### src/rtl/imem_loader_pkg.sv
// Shared definitions for the program-memory loader: FSM encoding and
// memory-port constants that the RAM side also relies on.
package imem_loader_pkg;

  typedef enum logic [2:0] {
    ST_IDLE  = 3'd0,
    ST_LEN   = 3'd1,
    ST_DATA  = 3'd2,
    ST_WRITE = 3'd3,
    ST_CSUM  = 3'd4,
    ST_DONE  = 3'd5,
    ST_ERR   = 3'd6
  } state_t;

  localparam int   WORD_BYTES = 4;
  localparam logic MEM_WRITE  = 1'b1;
  localparam logic SIZE_WORD  = 1'b1;

endpackage

### src/rtl/imem_loader_if.sv
// Byte-stream input and ram256x8-style write port of the loader.
// Handshake: a byte moves on a rising edge where in_valid && in_ready; in_ready
// never depends on in_valid, and the source holds in_byte stable while in_valid is high.
interface imem_loader_if #(
  parameter int ADDR_W = 8
) ();
  logic              in_valid;
  logic [7:0]        in_byte;
  logic              in_ready;
  logic              mem_E;
  logic              mem_RW;
  logic              mem_Size;
  logic [ADDR_W-1:0] mem_A;
  logic [31:0]       mem_DI;

  modport master (
    output in_valid, in_byte,
    input  in_ready, mem_E, mem_RW, mem_Size, mem_A, mem_DI
  );

  modport slave (
    input  in_valid, in_byte,
    output in_ready, mem_E, mem_RW, mem_Size, mem_A, mem_DI
  );
endinterface

### src/rtl/imem_loader_byte_packer.sv
// Collects bytes into a big-endian 32-bit word (first byte lands in bits[31:24]).
// word_full flags that the next shift completes a word; word_next previews it.
module byte_packer
  import imem_loader_pkg::*;
(
  input  logic        clk,
  input  logic        rst_n,
  input  logic        clear,
  input  logic        shift,
  input  logic [7:0]  byte_in,
  output logic [31:0] word_next,
  output logic        word_full
);

  logic [31:0] word_q, word_d;
  logic [1:0]  cnt_q, cnt_d;

  assign word_next = {word_q[23:0], byte_in};
  assign word_full = (cnt_q == 2'(WORD_BYTES - 1));

  always_comb begin
    word_d = word_q;
    cnt_d  = cnt_q;
    if (clear) begin
      word_d = '0;
      cnt_d  = '0;
    end else if (shift) begin
      word_d = word_next;
      cnt_d  = cnt_q + 2'd1;
    end
  end

  always_ff @(posedge clk or negedge rst_n) begin
    if (!rst_n) begin
      word_q <= '0;
      cnt_q  <= '0;
    end else begin
      word_q <= word_d;
      cnt_q  <= cnt_d;
    end
  end

endmodule

### src/rtl/imem_loader.sv
// Program-memory writer: receives length, big-endian words and an XOR checksum,
// writes each word to memory and keeps the CPU in reset until the image checks out.
module imem_loader
  import imem_loader_pkg::*;
#(
  parameter int ADDR_W    = 8,
  parameter int MAX_WORDS = 64,
  parameter int BASE_ADDR = 0
) (
  input  logic          clk,
  input  logic          R,
  input  logic          start,
  imem_loader_if.slave  bus,
  output logic          cpu_hold,
  output logic          done,
  output logic          err,
  output state_t        dbg_state
);

  state_t            state_q, state_d;
  logic [7:0]        n_q, n_d;
  logic [7:0]        word_idx_q, word_idx_d;
  logic [7:0]        csum_q, csum_d;
  logic              mem_e_q, mem_e_d;
  logic [ADDR_W-1:0] mem_a_q, mem_a_d;
  logic [31:0]       mem_di_q, mem_di_d;
  logic              done_q, done_d;
  logic              err_q, err_d;
  logic              cpu_hold_q, cpu_hold_d;

  logic              rx_ready;
  logic              accept;
  logic              pk_clear;
  logic              pk_shift;
  logic              pk_full;
  logic [31:0]       pk_word_next;

  byte_packer u_packer (
    .clk       (clk),
    .rst_n     (R),
    .clear     (pk_clear),
    .shift     (pk_shift),
    .byte_in   (bus.in_byte),
    .word_next (pk_word_next),
    .word_full (pk_full)
  );

  assign rx_ready = (state_q == ST_LEN) || (state_q == ST_DATA) || (state_q == ST_CSUM);
  assign accept   = bus.in_valid && rx_ready;

  always_comb begin
    state_d    = state_q;
    n_d        = n_q;
    word_idx_d = word_idx_q;
    csum_d     = csum_q;
    mem_e_d    = 1'b0;
    mem_a_d    = mem_a_q;
    mem_di_d   = mem_di_q;
    done_d     = done_q;
    err_d      = err_q;
    cpu_hold_d = cpu_hold_q;
    pk_clear   = 1'b0;
    pk_shift   = 1'b0;

    case (state_q)
      ST_IDLE, ST_DONE, ST_ERR: begin
        if (start) begin
          state_d    = ST_LEN;
          csum_d     = '0;
          word_idx_d = '0;
          done_d     = 1'b0;
          err_d      = 1'b0;
          cpu_hold_d = 1'b1;
          pk_clear   = 1'b1;
        end
      end
      ST_LEN: begin
        if (accept) begin
          n_d = bus.in_byte;
          if (int'(bus.in_byte) > MAX_WORDS) begin
            state_d = ST_ERR;
            err_d   = 1'b1;
          end else if (bus.in_byte == 8'd0) begin
            state_d = ST_CSUM;
          end else begin
            state_d = ST_DATA;
          end
        end
      end
      ST_DATA: begin
        if (accept) begin
          pk_shift = 1'b1;
          csum_d   = csum_q ^ bus.in_byte;
          // Register the write port on the completing byte so mem_E is high exactly in WRITE.
          if (pk_full) begin
            state_d  = ST_WRITE;
            mem_e_d  = MEM_WRITE;
            mem_a_d  = ADDR_W'(BASE_ADDR) + ADDR_W'({word_idx_q, 2'b00});
            mem_di_d = pk_word_next;
          end
        end
      end
      ST_WRITE: begin
        word_idx_d = word_idx_q + 8'd1;
        state_d    = (word_idx_q + 8'd1 == n_q) ? ST_CSUM : ST_DATA;
      end
      ST_CSUM: begin
        if (accept) begin
          if (bus.in_byte == csum_q) begin
            state_d    = ST_DONE;
            done_d     = 1'b1;
            cpu_hold_d = 1'b0;
          end else begin
            state_d = ST_ERR;
            err_d   = 1'b1;
          end
        end
      end
      default: state_d = ST_IDLE;
    endcase
  end

  always_ff @(posedge clk or negedge R) begin
    if (!R) begin
      state_q    <= ST_IDLE;
      n_q        <= '0;
      word_idx_q <= '0;
      csum_q     <= '0;
      mem_e_q    <= 1'b0;
      mem_a_q    <= '0;
      mem_di_q   <= '0;
      done_q     <= 1'b0;
      err_q      <= 1'b0;
      cpu_hold_q <= 1'b1;
    end else begin
      state_q    <= state_d;
      n_q        <= n_d;
      word_idx_q <= word_idx_d;
      csum_q     <= csum_d;
      mem_e_q    <= mem_e_d;
      mem_a_q    <= mem_a_d;
      mem_di_q   <= mem_di_d;
      done_q     <= done_d;
      err_q      <= err_d;
      cpu_hold_q <= cpu_hold_d;
    end
  end

  assign bus.in_ready = rx_ready;
  assign bus.mem_E    = mem_e_q;
  assign bus.mem_RW   = mem_e_q;
  assign bus.mem_Size = SIZE_WORD;
  assign bus.mem_A    = mem_a_q;
  assign bus.mem_DI   = mem_di_q;
  assign cpu_hold     = cpu_hold_q;
  assign done         = done_q;
  assign err          = err_q;
  assign dbg_state    = state_q;

endmodule

### src/flat_wrapper.sv
// flat-port wrapper written by rule: the top's interface ports become plain ports
module imem_loader_flat import imem_loader_pkg::*;
#(
  parameter int ADDR_W    = 8,
  parameter int MAX_WORDS = 64,
  parameter int BASE_ADDR = 0
)
  (clk, R, start, cpu_hold, done, err, dbg_state, bus_in_valid, bus_in_byte, bus_in_ready, bus_mem_E, bus_mem_RW, bus_mem_Size, bus_mem_A, bus_mem_DI);
  imem_loader_if #(.ADDR_W(ADDR_W)) bus_i ();
  input  logic clk;
  input  logic R;
  input  logic start;
  output logic cpu_hold;
  output logic done;
  output logic err;
  output state_t dbg_state;
  input wire logic [$bits(bus_i.in_valid)-1:0] bus_in_valid;
  input wire logic [$bits(bus_i.in_byte)-1:0] bus_in_byte;
  output wire logic [$bits(bus_i.in_ready)-1:0] bus_in_ready;
  output wire logic [$bits(bus_i.mem_E)-1:0] bus_mem_E;
  output wire logic [$bits(bus_i.mem_RW)-1:0] bus_mem_RW;
  output wire logic [$bits(bus_i.mem_Size)-1:0] bus_mem_Size;
  output wire logic [$bits(bus_i.mem_A)-1:0] bus_mem_A;
  output wire logic [$bits(bus_i.mem_DI)-1:0] bus_mem_DI;
  assign bus_i.in_valid = bus_in_valid;
  assign bus_i.in_byte = bus_in_byte;
  assign bus_in_ready = bus_i.in_ready;
  assign bus_mem_E = bus_i.mem_E;
  assign bus_mem_RW = bus_i.mem_RW;
  assign bus_mem_Size = bus_i.mem_Size;
  assign bus_mem_A = bus_i.mem_A;
  assign bus_mem_DI = bus_i.mem_DI;
  imem_loader #(.ADDR_W(ADDR_W), .MAX_WORDS(MAX_WORDS), .BASE_ADDR(BASE_ADDR)) u_core (.clk(clk), .R(R), .start(start), .bus(bus_i), .cpu_hold(cpu_hold), .done(done), .err(err), .dbg_state(dbg_state));
endmodule
### config.mk
export PLATFORM = sky130hd
export DESIGN_NAME = imem_loader_flat
export DESIGN_NICKNAME = d
export VERILOG_FILES = /design/src/rtl/imem_loader_pkg.sv /design/src/rtl/imem_loader_if.sv /design/src/rtl/imem_loader_byte_packer.sv /design/src/rtl/imem_loader.sv /design/src/flat_wrapper.sv
export SDC_FILE = /design/constraint.sdc
export NUM_CORES = 1
export LEC_CHECK = 0
export ABC_CLOCK_PERIOD_IN_PS = 4590
export CORE_MARGIN = 3
export CORE_UTILIZATION = 45
export CTS_BUF_LIST = sky130_fd_sc_hd__clkbuf_4
export DETAILED_ROUTE_END_ITERATION = 10
export PLACE_DENSITY = 0.69
export REMOVE_ABC_BUFFERS = 1
export SYNTH_ARGS = -nofsm -noshare
export SYNTH_HDL_FRONTEND = slang
export SYNTH_SLANG_ARGS = --single-unit
### constraint.sdc
create_clock -name clk -period 4.59 [get_ports clk]
set_input_delay 0.918 -clock clk [delete_from_list [all_inputs] [get_ports clk]]
set_output_delay 0.918 -clock clk [all_outputs]
set_load 0.005 [all_outputs]
==> metrics.md, run 1 <==
| Metric | Value |
|---|---|
| Final ANT Viol Nets | `0` |
| Combinational Power Share | `30.8%` |
| CP arrival | `2.20 ns` |
| Initial antenna violation count | `0` |
| Ys async rst share | `100.0%` |
| Core ar. | `0.009284 mm2` |
| Hold WS | `0.5082 ns` |
| Worst EP required | `3.67 ns` |
| CTS tree | `built` |
| Critical path type | `reg2out` |
| Global-route wire length before repair | `14,770 um` |
| Die Y | `103.7 um` |
| Final Cell Area | `0.005075 mm2` |
| CTS buffer count | `9` |
| Boundary Pins | `62` |
| Leakage | `0.002222 uW` |
| Avg Inst Size Synth | `10.64 um2` |
| Crit path max fanout | `16` |
| Layout cells sized above 1 | `14.95%` |
| Min-delay worst type | `reg2reg` |
| Count leader, synth | `dfrtp_1` |
| Fmax | `0.3207 GHz` |
| FF/Latch Area | `0.002379 mm2` |
| Worst Setup End Kind | `primary output` |
| Final Hold Vio Count | `0` |
| Starting density of the core | `46.31%` |
| Nets@finish | `465` |
| Setup-failing EPs final | `0` |
| Hpwl dp | `5680 um` |
| CTS Sinks | `95` |
| DRT Pass-1 Iters | `4` |
| Total wire length | `8457 um` |
| Register share of total power | `50.5%` |
| P_sw | `833.6 uW` |
| Syn-to-layout area delta | `18.04%` |
| RSZ-0062 raised after global routing | `false` |
| Post-CTS Setup Repair Bufs | `0` |
| Multi-input gate area | `0.001767 mm2` |
| Std-Cell Rows | `35` |
| Clock skew | `0.01639 ns` |
| Ranking of synthesized cells by area | `dfrtp_1 (55%), mux2_2 (11%), nand2_1 (5.8%)` |
| Clock root cell | `clkbuf_4` |
| Vias in the first global route | `3,041` |
| Reg clk slew, reported paths | `0.14 ns` |
| Via Count | `3,045` |
| Area share of the largest cell type after synthesis | `54.71%` |
| Die area | `0.01076 mm2` |
| Hold Path Depth | `1` |
| Cell variety after synth | `43` |
| Clock power frac | `18.7%` |
| Clk buf depth | `2` |
| Drt wl/cell | `14.48 um` |
| I/O Buffers | `58` |
| Worst-Skew Late Latency | `0.44 ns` |
| Gp weighted congestion | `0.7587` |
| Part of the cycle the worst path needs | `67.94%` |
| Synth Flop Type | `dfrtp_1` |
| DRT iter0 DRCs | `111` |
| Gates resized, CTS repair | `0` |
| EDFF count, synth | `0` |
| Register area share after synthesis | `55.33%` |
| Cts hold-fix bufs | `0` |
| R2R cell count | `5` |
| DRC viols | `0` |
| Switching Fraction | `34.74%` |
| Max Slew Vio Count | `0` |
| Cell taking the most area after synthesis | `dfrtp_1` |
| Global route total overflow | `0` |
| Setup TNS Final | `0 ns` |
| Fillers | `847` |
| GR Util All Layers | `16.54%` |
| H-tree Lvls | `3` |
| Post-DR vias/cell | `5.214` |
| Top cells by count, synth | `dfrtp_1 (94), nand2_1 (66), mux2_2 (42), o21ai_0 (35), a21oi_1 (32)` |
| Max-cap violation count | `0` |
| Power density cells | `472.8 mW/mm2` |
| ANT cells | `0` |
| Final Util | `54.66%` |
| Post-Synthesis Cells | `404` |
| Syn. warnings | `0` |
| Internal | `1566 uW` |
| Die W | `103.7 um` |
| Synthesized area | `0.004299 mm2` |
| Pin count of the biggest net entering global routing | `71` |
| Max transition margin | `35.74%` |
| Worst vdd ir | `199.1 uV` |
| CP Launch Type | `flip-flop` |
| Seq cells post-synth | `95` |
| Worst-Margin Slew | `0.9605 ns` |
| Post-layout min period | `3.118 ns` |
| Status | `complete, no violations` |
| DP Area | `0.004937 mm2` |
-- placed cells by master (no fill, tap or decap), drive strengths merged, types with 2 or more instances in the layout --
cell and count:
ha 2, dfrtp 94, and3 3, mux2i 2, o21ai 35, a21o 2
mux2 44, xor2 4, clkbuf 9, nor2 22, clkdlybuf4s50 57, o22ai 3
a31oi 3, xnor2 18, o21a 2, nand4 4, clkinvlp 3, nor4 3
nand2b 4, inv 5, o32ai 2, nor3 2, nand3 4, conb 3
a21oi 32, nand2 67, nor2b 3, nand3b 4, buf 6, nor3b 3
-- routing by layer --
metal	track usage, %	part of all wire, %	vias up	routed length, um
met5	0	0	-	0
met4	5.128	1.0	0	87
met3	3.863	5.0	7	424
met2	25.33	45	77	3827
met1	23.51	49	1489	4117
li1	-	-	1472	-
-- per-stage QoR --
stage	total power (uW)	setup slack [ns]	instances
6_report	2399	1.472	584
2_1_floorplan	1655	1.858	377
4_1_cts	2425	1.418	584
5_1_grt	2579	1.307	584
3_3_place_gp	1945	1.244	569
3_5_place_dp	1973	1.188	569
-- registers in the layout, summed over array words and instances (netlist names) --
name	count
u_core.dbg_state	3
u_core.bus.mem_DI	32
u_core.cpu_hold	1
u_core.err	1
u_core.bus.mem_A	6
u_core.word_idx_q	8
u_core.csum_q	8
u_core.u_packer.word_q	24
u_core.bus.mem_E	1
u_core.n_q	8
u_core.done	1
u_core.u_packer.cnt_q	2
-- area by class of cell --
| type | count | share of cell area [%] |
|---|---|---|
| clock buffers | 9 | 1.331 |
| clock inverters | 6 | 1.381 |
| inverters | 4 | 0.2959 |
| multi-input cells | 278 | 34.81 |
| flip-flops and latches | 95 | 46.87 |
| well taps | 129 | 3.180 |
| repair buffers | 63 | 12.13 |
-- path summary, 6_finish.rpt --
| check | startpoint | end | slack [ns] |
|---|---|---|---|
| worst max register to register | u_core.dbg_state[0]$_DFFE_PN0P_ | u_core.bus.mem_DI[20]$_DFFE_PN0P_ | 1.98 |
| worst min-delay path | u_core.bus.mem_DI[20]$_DFFE_PN0P_ | u_core.bus.mem_DI[20]$_DFFE_PN0P_ | 0.51 |
| worst max-delay path | u_core.dbg_state[1]$_DFFE_PN0P_ | bus_in_ready | 1.47 |
| max in group asynchronous | R | u_core.cpu_hold$_DFFE_PN1P_ | 3.10 |
| worst min register to register | u_core.bus.mem_DI[20]$_DFFE_PN0P_ | u_core.bus.mem_DI[20]$_DFFE_PN0P_ | 0.51 |
| min in group asynchronous | R | u_core.bus.mem_DI[3]$_DFFE_PN0P_ | 0.59 |
-- logic make-up after synthesis --
group	synth area share, %
xor+xnor	4.482
mux	11.99
fa+ha+maj	0.5820
simple gates	13.18
flops	55.33
compound gates	10.59
other cells	0.1747
buf+inv	3.667
-- worst max-delay path: stages (launching register included) --
cell             delay [ns]
dfrtp_1                0.60
and2b_1                0.37
nor2b_1                0.06
o21ai_0                0.21
clkdlybuf4s50_1        0.54
-- power by group through the flow --
stage                     combinational, uW  sequential, uW  clock [uW]
final                                   739            1210         448
after global routing                    832            1250         498
after CTS                               746            1210         465
after detailed placement                744            1230           0
after global placement                  722            1220           0
after floorplan                         473            1180           0
(Power assumes the default switching activity.)
==> run 2, diff against run 1 <==
--- a/config.mk
+++ b/config.mk
@@ -5,12 +5,12 @@
 export SDC_FILE = /design/constraint.sdc
 export NUM_CORES = 1
 export LEC_CHECK = 0
-export ABC_CLOCK_PERIOD_IN_PS = 4590
+export ABC_CLOCK_PERIOD_IN_PS = 2700
 export CORE_MARGIN = 3
 export CORE_UTILIZATION = 45
 export CTS_BUF_LIST = sky130_fd_sc_hd__clkbuf_4
 export DETAILED_ROUTE_END_ITERATION = 10
-export PLACE_DENSITY = 0.69
+export PLACE_DENSITY = 0.72
 export REMOVE_ABC_BUFFERS = 1
 export SYNTH_ARGS = -nofsm -noshare
 export SYNTH_HDL_FRONTEND = slang
==> constraint.sdc (replaced) <==
create_clock -name clk -period 2.7 [get_ports clk]
set_input_delay 0.54 -clock clk [delete_from_list [all_inputs] [get_ports clk]]
set_output_delay 0.54 -clock clk [all_outputs]
set_load 0.005 [all_outputs]
==> metrics.md, run 2 (synthesis gave the netlist of run 1 again) <==
| Metric | Value |
|---|---|
| Part of the cycle the worst path needs | `95.73%` |
| Power density cells | `802.4 mW/mm2 (+70%)` |
| Crit-path max cell delay | `0.54 ns (-0.06 ns)` |
| Gp weighted congestion | `0.8411 (+11%)` |
| Hpwl dp | `6089 um (+7.2%)` |
| Min-delay worst type | `in2async` |
| Total wire length | `8831 um (+4.4%)` |
| Syn-to-layout area delta | `20.26%` |
| DRT iter0 DRCs | `160 (+44%)` |
| Std-Cell Rows | `35 (unchanged)` |
| Cts hold-fix bufs | `0 (unchanged)` |
| Starting density of the core | `46.31% (unchanged)` |
| Clock root cell | `clkbuf_4` |
| Met1 usage | `23.56% (+0.046 points)` |
| I/O Buffers | `58 (unchanged)` |
| Hold WS | `0.02143 ns (-0.4868 ns)` |
| Commonest non-fill, non-tap cell in the layout | `dfrtp_1` |
| Boundary Pins | `62 (unchanged)` |
| Drt wl/cell | `14.89 um (+2.8%)` |
| Fillers | `833 (-1.7%)` |
| Final Hold Vio Count | `0 (unchanged)` |
| Max-cap violation count | `0 (unchanged)` |
| Met3 Use GR | `3.053% (-0.81 points)` |
| Nets@finish | `473 (+1.7%)` |
| Via Count | `3,051 (+0.20%)` |
| Reg clk slew, reported paths | `0.15 ns (about the same)` |
| Met2 Usage GRT | `28.27% (+2.9 points)` |
| Busiest layer in global routing | `met2` |
| Die W | `103.7 um (unchanged)` |
| Worst Setup End Kind | `primary output` |
| Pin count of the biggest net entering global routing | `47 (-34%)` |
| Critical path type | `reg2out` |
| CTS buffer count | `9 (unchanged)` |
| Reg2reg start | `u_core.word_idx_q[0]$_DFFE_PN0P_` |
| Worst EP required | `2.16 ns (-1.51 ns)` |
| Crit path max fanout | `16 (unchanged)` |
| Post-DR vias/cell | `5.145 (-1.3%)` |
| Vias in the first global route | `3,103 (+2.0%)` |
| CP Launch Type | `flip-flop` |
| Initial antenna violation count | `0 (unchanged)` |
| Setup-failing EPs final | `0 (unchanged)` |
| CTS Sinks | `95 (unchanged)` |
| DRC viols | `0 (unchanged)` |
| Post-layout min period | `2.585 ns` |
| Global-route wire length before repair | `15,350 um (+3.9%)` |
| CTS tree | `built` |
| ANT cells | `0 (unchanged)` |
| Commonest cells after routing, fill and taps aside | `dfrtp_1 (92), nand2_1 (66), clkdlybuf4s50_1 (57), mux2_2 (42), o21ai_0 (35)` |
| RSZ-0062 raised after global routing | `false` |
| Die Y | `103.7 um (unchanged)` |
| H-tree Lvls | `3 (unchanged)` |
| Final Power | `4148 uW (+73%)` |
| Leakage | `0.002281 uW (+2.7%)` |
| Max Slew Vio Count | `0 (unchanged)` |
| Fmax | `0.3869 GHz` |
| Layout cells sized above 1 | `17.03% (+2.1 points)` |
| GR Util All Layers | `17.22% (+0.68 points)` |
| Worst-Skew Late Latency | `0.42 ns (-0.02 ns)` |
| Final ANT Viol Nets | `0 (unchanged)` |
| Clk buf depth | `2 (unchanged)` |
| Worst vdd ir | `370.4 uV (+86%)` |
| Number of flip-flops in the largest register | `32 (unchanged)` |
| Status | `complete, no violations` |
| Slowest cell on crit path | `dfrtp_2` |
| Max transition margin | `65.59% (+30 points)` |
| Core ar. | `0.009284 mm2 (unchanged)` |
| Global route total overflow | `0 (unchanged)` |
| Worst-Margin Slew | `0.5162 ns (-0.4443 ns)` |
| Setup crit start | `u_core.dbg_state[1]$_DFFE_PN0P_` |
| Critical-path cell list | `and2b_1 -> nor2b_1 -> o21ai_0 -> clkdlybuf4s50_1` |
| Die area | `0.01076 mm2 (unchanged)` |
| DRT Pass-1 Iters | `4 (unchanged)` |
| Clock skew | `0.01664 ns (+0.0002528 ns)` |
| CP arrival | `2.04 ns (-0.16 ns)` |
run 2: cell types whose count changed in the layout (fill, tap and decap cells not counted):
cell,delta
dfrtp_2,+2
buf_4,+6
dfrtp_1,-2
buf_12,+2
clkbuf_4,+3
clkinvlp_4,-2
run 2: layout make-up:
cell class / instances / area (um2) / area share, %
inverter: 4 / 15.01 / 0.2904
sequential: 95 / 2381 / 46.06
timing repair buffer: 71 / 700.7 / 13.55
tap: 129 / 161.4 / 3.122
multi-input combinational: 278 / 1767 / 34.17
clock inverter: 4 / 55.05 / 1.065
clock buffer: 12 / 90.09 / 1.742
run 2: critical path: cells and delay by family (launching register included):
kind / cells / cell delay, ns
flip-flops: 1 / 0.54
buffers and inverters: 1 / 0.54
AND/OR/NAND/NOR: 2 / 0.38
AO/OA/AOI/OAI: 1 / 0.17
run 2: repair_timing:
action,CTS,global route
gates resized for setup,1,1
pin swaps,0,0
buffers inserted,0,0
setup endpoints to repair,1,1
run 2: layer usage:
layer	up-vias	part of all wire, %
met4	0	0.62
li1	1483	-
met3	4	4.5
met5	-	0
met2	73	49
met1	1491	46
run 2: where the power goes:
part / internal (uW) / switching (uW) / total [uW]
clock: 320 / 460 / 780
combinational: 668 / 635 / 1300
sequential: 1740 / 324 / 2060
run 2: worst paths after layout:
check	endpoint	slack, ns	cells after the start
min reg2reg	u_core.bus.mem_A[5]$_DFFE_PN0P_	0.50	2
max reg2reg	u_core.dbg_state[1]$_DFFE_PN0P_	0.60	7
max	bus_in_ready	0.12	4
max in group asynchronous	u_core.u_packer.word_q[12]$_DFFE_PN0P_	2.05	2
min in group clk	u_core.bus.mem_A[5]$_DFFE_PN0P_	0.50	2
min	u_core.bus.mem_A[3]$_DFFE_PN0P_	0.02	1
run 2: through the flow:
step | instances | utilization [%] | setup WS [ns] | TNS (ns) | cell area (um2)
floorplan | 377 | - | 0.1350 | 0 | 4160
global placement | 577 | 54.10 | 0.08107 | 0 | 5022
detailed placement | 577 | 54.10 | -0.009188 | -0.009188 | 5022
CTS | 593 | 55.67 | 0.03234 | 0 | 5169
global route | 593 | 55.69 | 0.001125 | 0 | 5170
finish | 593 | 55.69 | 0.1152 | 0 | 5170
==> run 3, diff against run 2 <==
--- a/config.mk
+++ b/config.mk
@@ -7,10 +7,10 @@
 export LEC_CHECK = 0
 export ABC_CLOCK_PERIOD_IN_PS = 2700
 export CORE_MARGIN = 3
-export CORE_UTILIZATION = 45
+export CORE_UTILIZATION = 36
 export CTS_BUF_LIST = sky130_fd_sc_hd__clkbuf_4
 export DETAILED_ROUTE_END_ITERATION = 10
-export PLACE_DENSITY = 0.72
+export PLACE_DENSITY = 0.6
 export REMOVE_ABC_BUFFERS = 1
 export SYNTH_ARGS = -nofsm -noshare
 export SYNTH_HDL_FRONTEND = slang
==> metrics.md, run 3 (synthesis gave the netlist of run 1 again) <==
| Metric | Value |
|---|---|
| Status | `complete, no violations` |
| Clk buf depth | `2 (unchanged)` |
| Boundary Pins | `62 (unchanged)` |
| Core ar. | `0.01156 mm2 (+25%)` |
| Worst EP required | `2.16 ns (about the same)` |
| Power density cells | `803.3 mW/mm2 (+0.11%)` |
| Die area | `0.01329 mm2 (+23%)` |
| Setup-failing EPs final | `0 (unchanged)` |
| RSZ-0062 raised after global routing | `false` |
| CTS buffer count | `9 (unchanged)` |
| Initial antenna violation count | `0 (unchanged)` |
| Commonest cells after routing, fill and taps aside | `dfrtp_1 (93), nand2_1 (66), clkdlybuf4s50_1 (57), mux2_2 (42), o21ai_0 (35)` |
| Final Hold Vio Count | `0 (unchanged)` |
| Worst Setup End Kind | `primary output` |
| Crit-path max cell delay | `0.53 ns (about the same)` |
| Total wire length | `9315 um (+5.5%)` |
| Slowest cell on crit path | `clkdlybuf4s50_1` |
| Worst-Skew Late Latency | `0.45 ns (+0.03 ns)` |
| Max-cap violation count | `0 (unchanged)` |
| Worst-Margin Slew | `0.5405 ns (+0.02434 ns)` |
| Via Count | `3,062 (+0.36%)` |
| ANT cells | `0 (unchanged)` |
| CTS Sinks | `95 (unchanged)` |
| Post-layout min period | `2.568 ns (-0.01686 ns)` |
| Post-DR vias/cell | `5.011 (-2.6%)` |
| Pin count of the biggest net entering global routing | `60 (+28%)` |
| Min-delay worst type | `in2async` |
| R2R cell count | `7 (unchanged)` |
| Final ANT Viol Nets | `0 (unchanged)` |
| Critical path type | `reg2out` |
| Final Util | `45.10% (-11 points)` |
| Fillers | `1,116 (+34%)` |
| Number of flip-flops in the largest register | `32 (unchanged)` |
| Post-CTS Setup Repair Bufs | `0 (unchanged)` |
| Levels on crit path | `5 (+1)` |
| Critical-path cell list | `buf_4 -> nor2_1 -> nand2_1 -> o21ai_0 -> clkdlybuf4s50_1` |
| Commonest non-fill, non-tap cell in the layout | `dfrtp_1` |
| Die Y | `115.3 um (+11%)` |
| CP Launch Type | `flip-flop` |
| Global route total overflow | `0 (unchanged)` |
| Starting density of the core | `37.17% (-9.1 points)` |
| H-tree Lvls | `3 (unchanged)` |
| R2R setup slack | `0.68 ns (+0.08 ns)` |
| Part of the cycle the worst path needs | `95.11% (-0.62 points)` |
| R2R Path End | `u_core.dbg_state[1]$_DFFE_PN0P_` |
| DRT iter0 DRCs | `260 (+63%)` |
| Vias in the first global route | `3,104 (+0.032%)` |
| Reg2reg start | `u_core.word_idx_q[0]$_DFFE_PN0P_` |
| WP buf/inv | `2 (+1)` |
| Worst vdd ir | `351.7 uV (-5.0%)` |
| Gp weighted congestion | `0.8195 (-2.6%)` |
| Std-Cell Rows | `39 (+11%)` |
| Fmax | `0.3894 GHz (+0.66%)` |
| Syn-to-layout area delta | `21.33%` |
| I/O Buffers | `58 (unchanged)` |
| Hpwl dp | `6330 um (+4.0%)` |
| Layout cells sized above 1 | `17.74% (+0.71 points)` |
| Clock skew | `0.01891 ns (+0.002265 ns)` |
| Max transition margin | `63.83% (-1.8 points)` |
| Die W | `115.3 um (+11%)` |
| Reg clk slew, reported paths | `0.16 ns (about the same)` |
| DRC viols | `0 (unchanged)` |
| Drt wl/cell | `15.25 um (+2.4%)` |
| Crit path max fanout | `9 (-7)` |
| Clock root cell | `clkbuf_4` |
| CP arrival | `2.03 ns (about the same)` |
| Setup TNS Final | `0 ns (unchanged)` |
| CTS tree | `built` |
| GR Util All Layers | `14.96% (-2.3 points)` |
| DRT Pass-1 Iters | `4 (unchanged)` |
| Global-route wire length before repair | `15,750 um (+2.7%)` |
| Crit path max-delay family | `buffers and inverters` |
| Leakage | `0.002302 uW (+0.90%)` |
| Nets@finish | `477 (+0.85%)` |
| Max Slew Vio Count | `0 (unchanged)` |
## run 3: what timing repair did
item / in CTS / in global routing
gates resized for setup: 0 / 2
endpoints found under the setup margin: 0 / 1
hold buffers: 0 / 0
## run 3: worst max path at each step
stage,start,endpoint,slack (ns)
finish,u_core.dbg_state[1]$_DFFE_PN0P_,bus_in_ready,0.13
detailed placement,bus_in_byte[2],u_core.dbg_state[1]$_DFFE_PN0P_,0.02
floorplan,u_core.dbg_state[0]$_DFFE_PN0P_,u_core.bus.mem_DI[20]$_DFFE_PN0P_,0.14
global route,u_core.dbg_state[1]$_DFFE_PN0P_,bus_in_ready,0.007
global placement,bus_in_byte[2],u_core.dbg_state[1]$_DFFE_PN0P_,0.07
CTS,u_core.dbg_state[1]$_DFFE_PN0P_,bus_in_ready,0.04
## run 3: metrics by stage
step                      worst slack (ns)  hold WS [ns]  cell area, um2  total power, uW  std cells
final                               0.1320       0.02070            5216             4190        611
after global routing              0.006508      0.002373            5216             4500        611
after CTS                          0.04159       0.01733            5214             4236        611
after detailed placement           0.01552        0.4801            5070             3429        595
after global placement             0.07324        0.4648            5070             3396        595
after floorplan                     0.1350        0.2444            4160             2813        377
## run 3: area by class of cell
| class | instances | area (um2) | area share (%) |
|---|---|---|---|
| tap | 143 | 178.9 | 3.430 |
| clock buffer | 10 | 75.07 | 1.439 |
| timing repair buffer | 75 | 730.7 | 14.01 |
| multi-input combinational | 278 | 1768 | 33.89 |
| clock inverter | 6 | 68.82 | 1.319 |
| inverter | 4 | 15.01 | 0.2878 |
| sequential | 95 | 2380 | 45.62 |
## run 3: layer usage
layer  part of all wire, %  GRT usage, %  up-vias
li1                      -             -     1497
met1                    49         21.21     1481
met2                    45         22.65       74
met3                   5.1         4.211       10
met4                  0.86         3.991        0
met5                     0             0        -
## run 3: where the power goes
group	switching (uW)	internal (uW)	total (uW)	leakage (uW)
Sequential	311	1740	2050	0.00129
Clock	496	298	795	0.0000770
Combinational	664	680	1340	0.000936
## run 3: worst register-to-register path, cell delays in order (launching register included)
cell	delay [ns]
dfrtp_1	0.51
ha_1	0.27
nand3_1	0.16
nor2_1	0.28
xnor2_1	0.16
nand4_1	0.14
nor4_1	0.26
o32ai_1	0.13
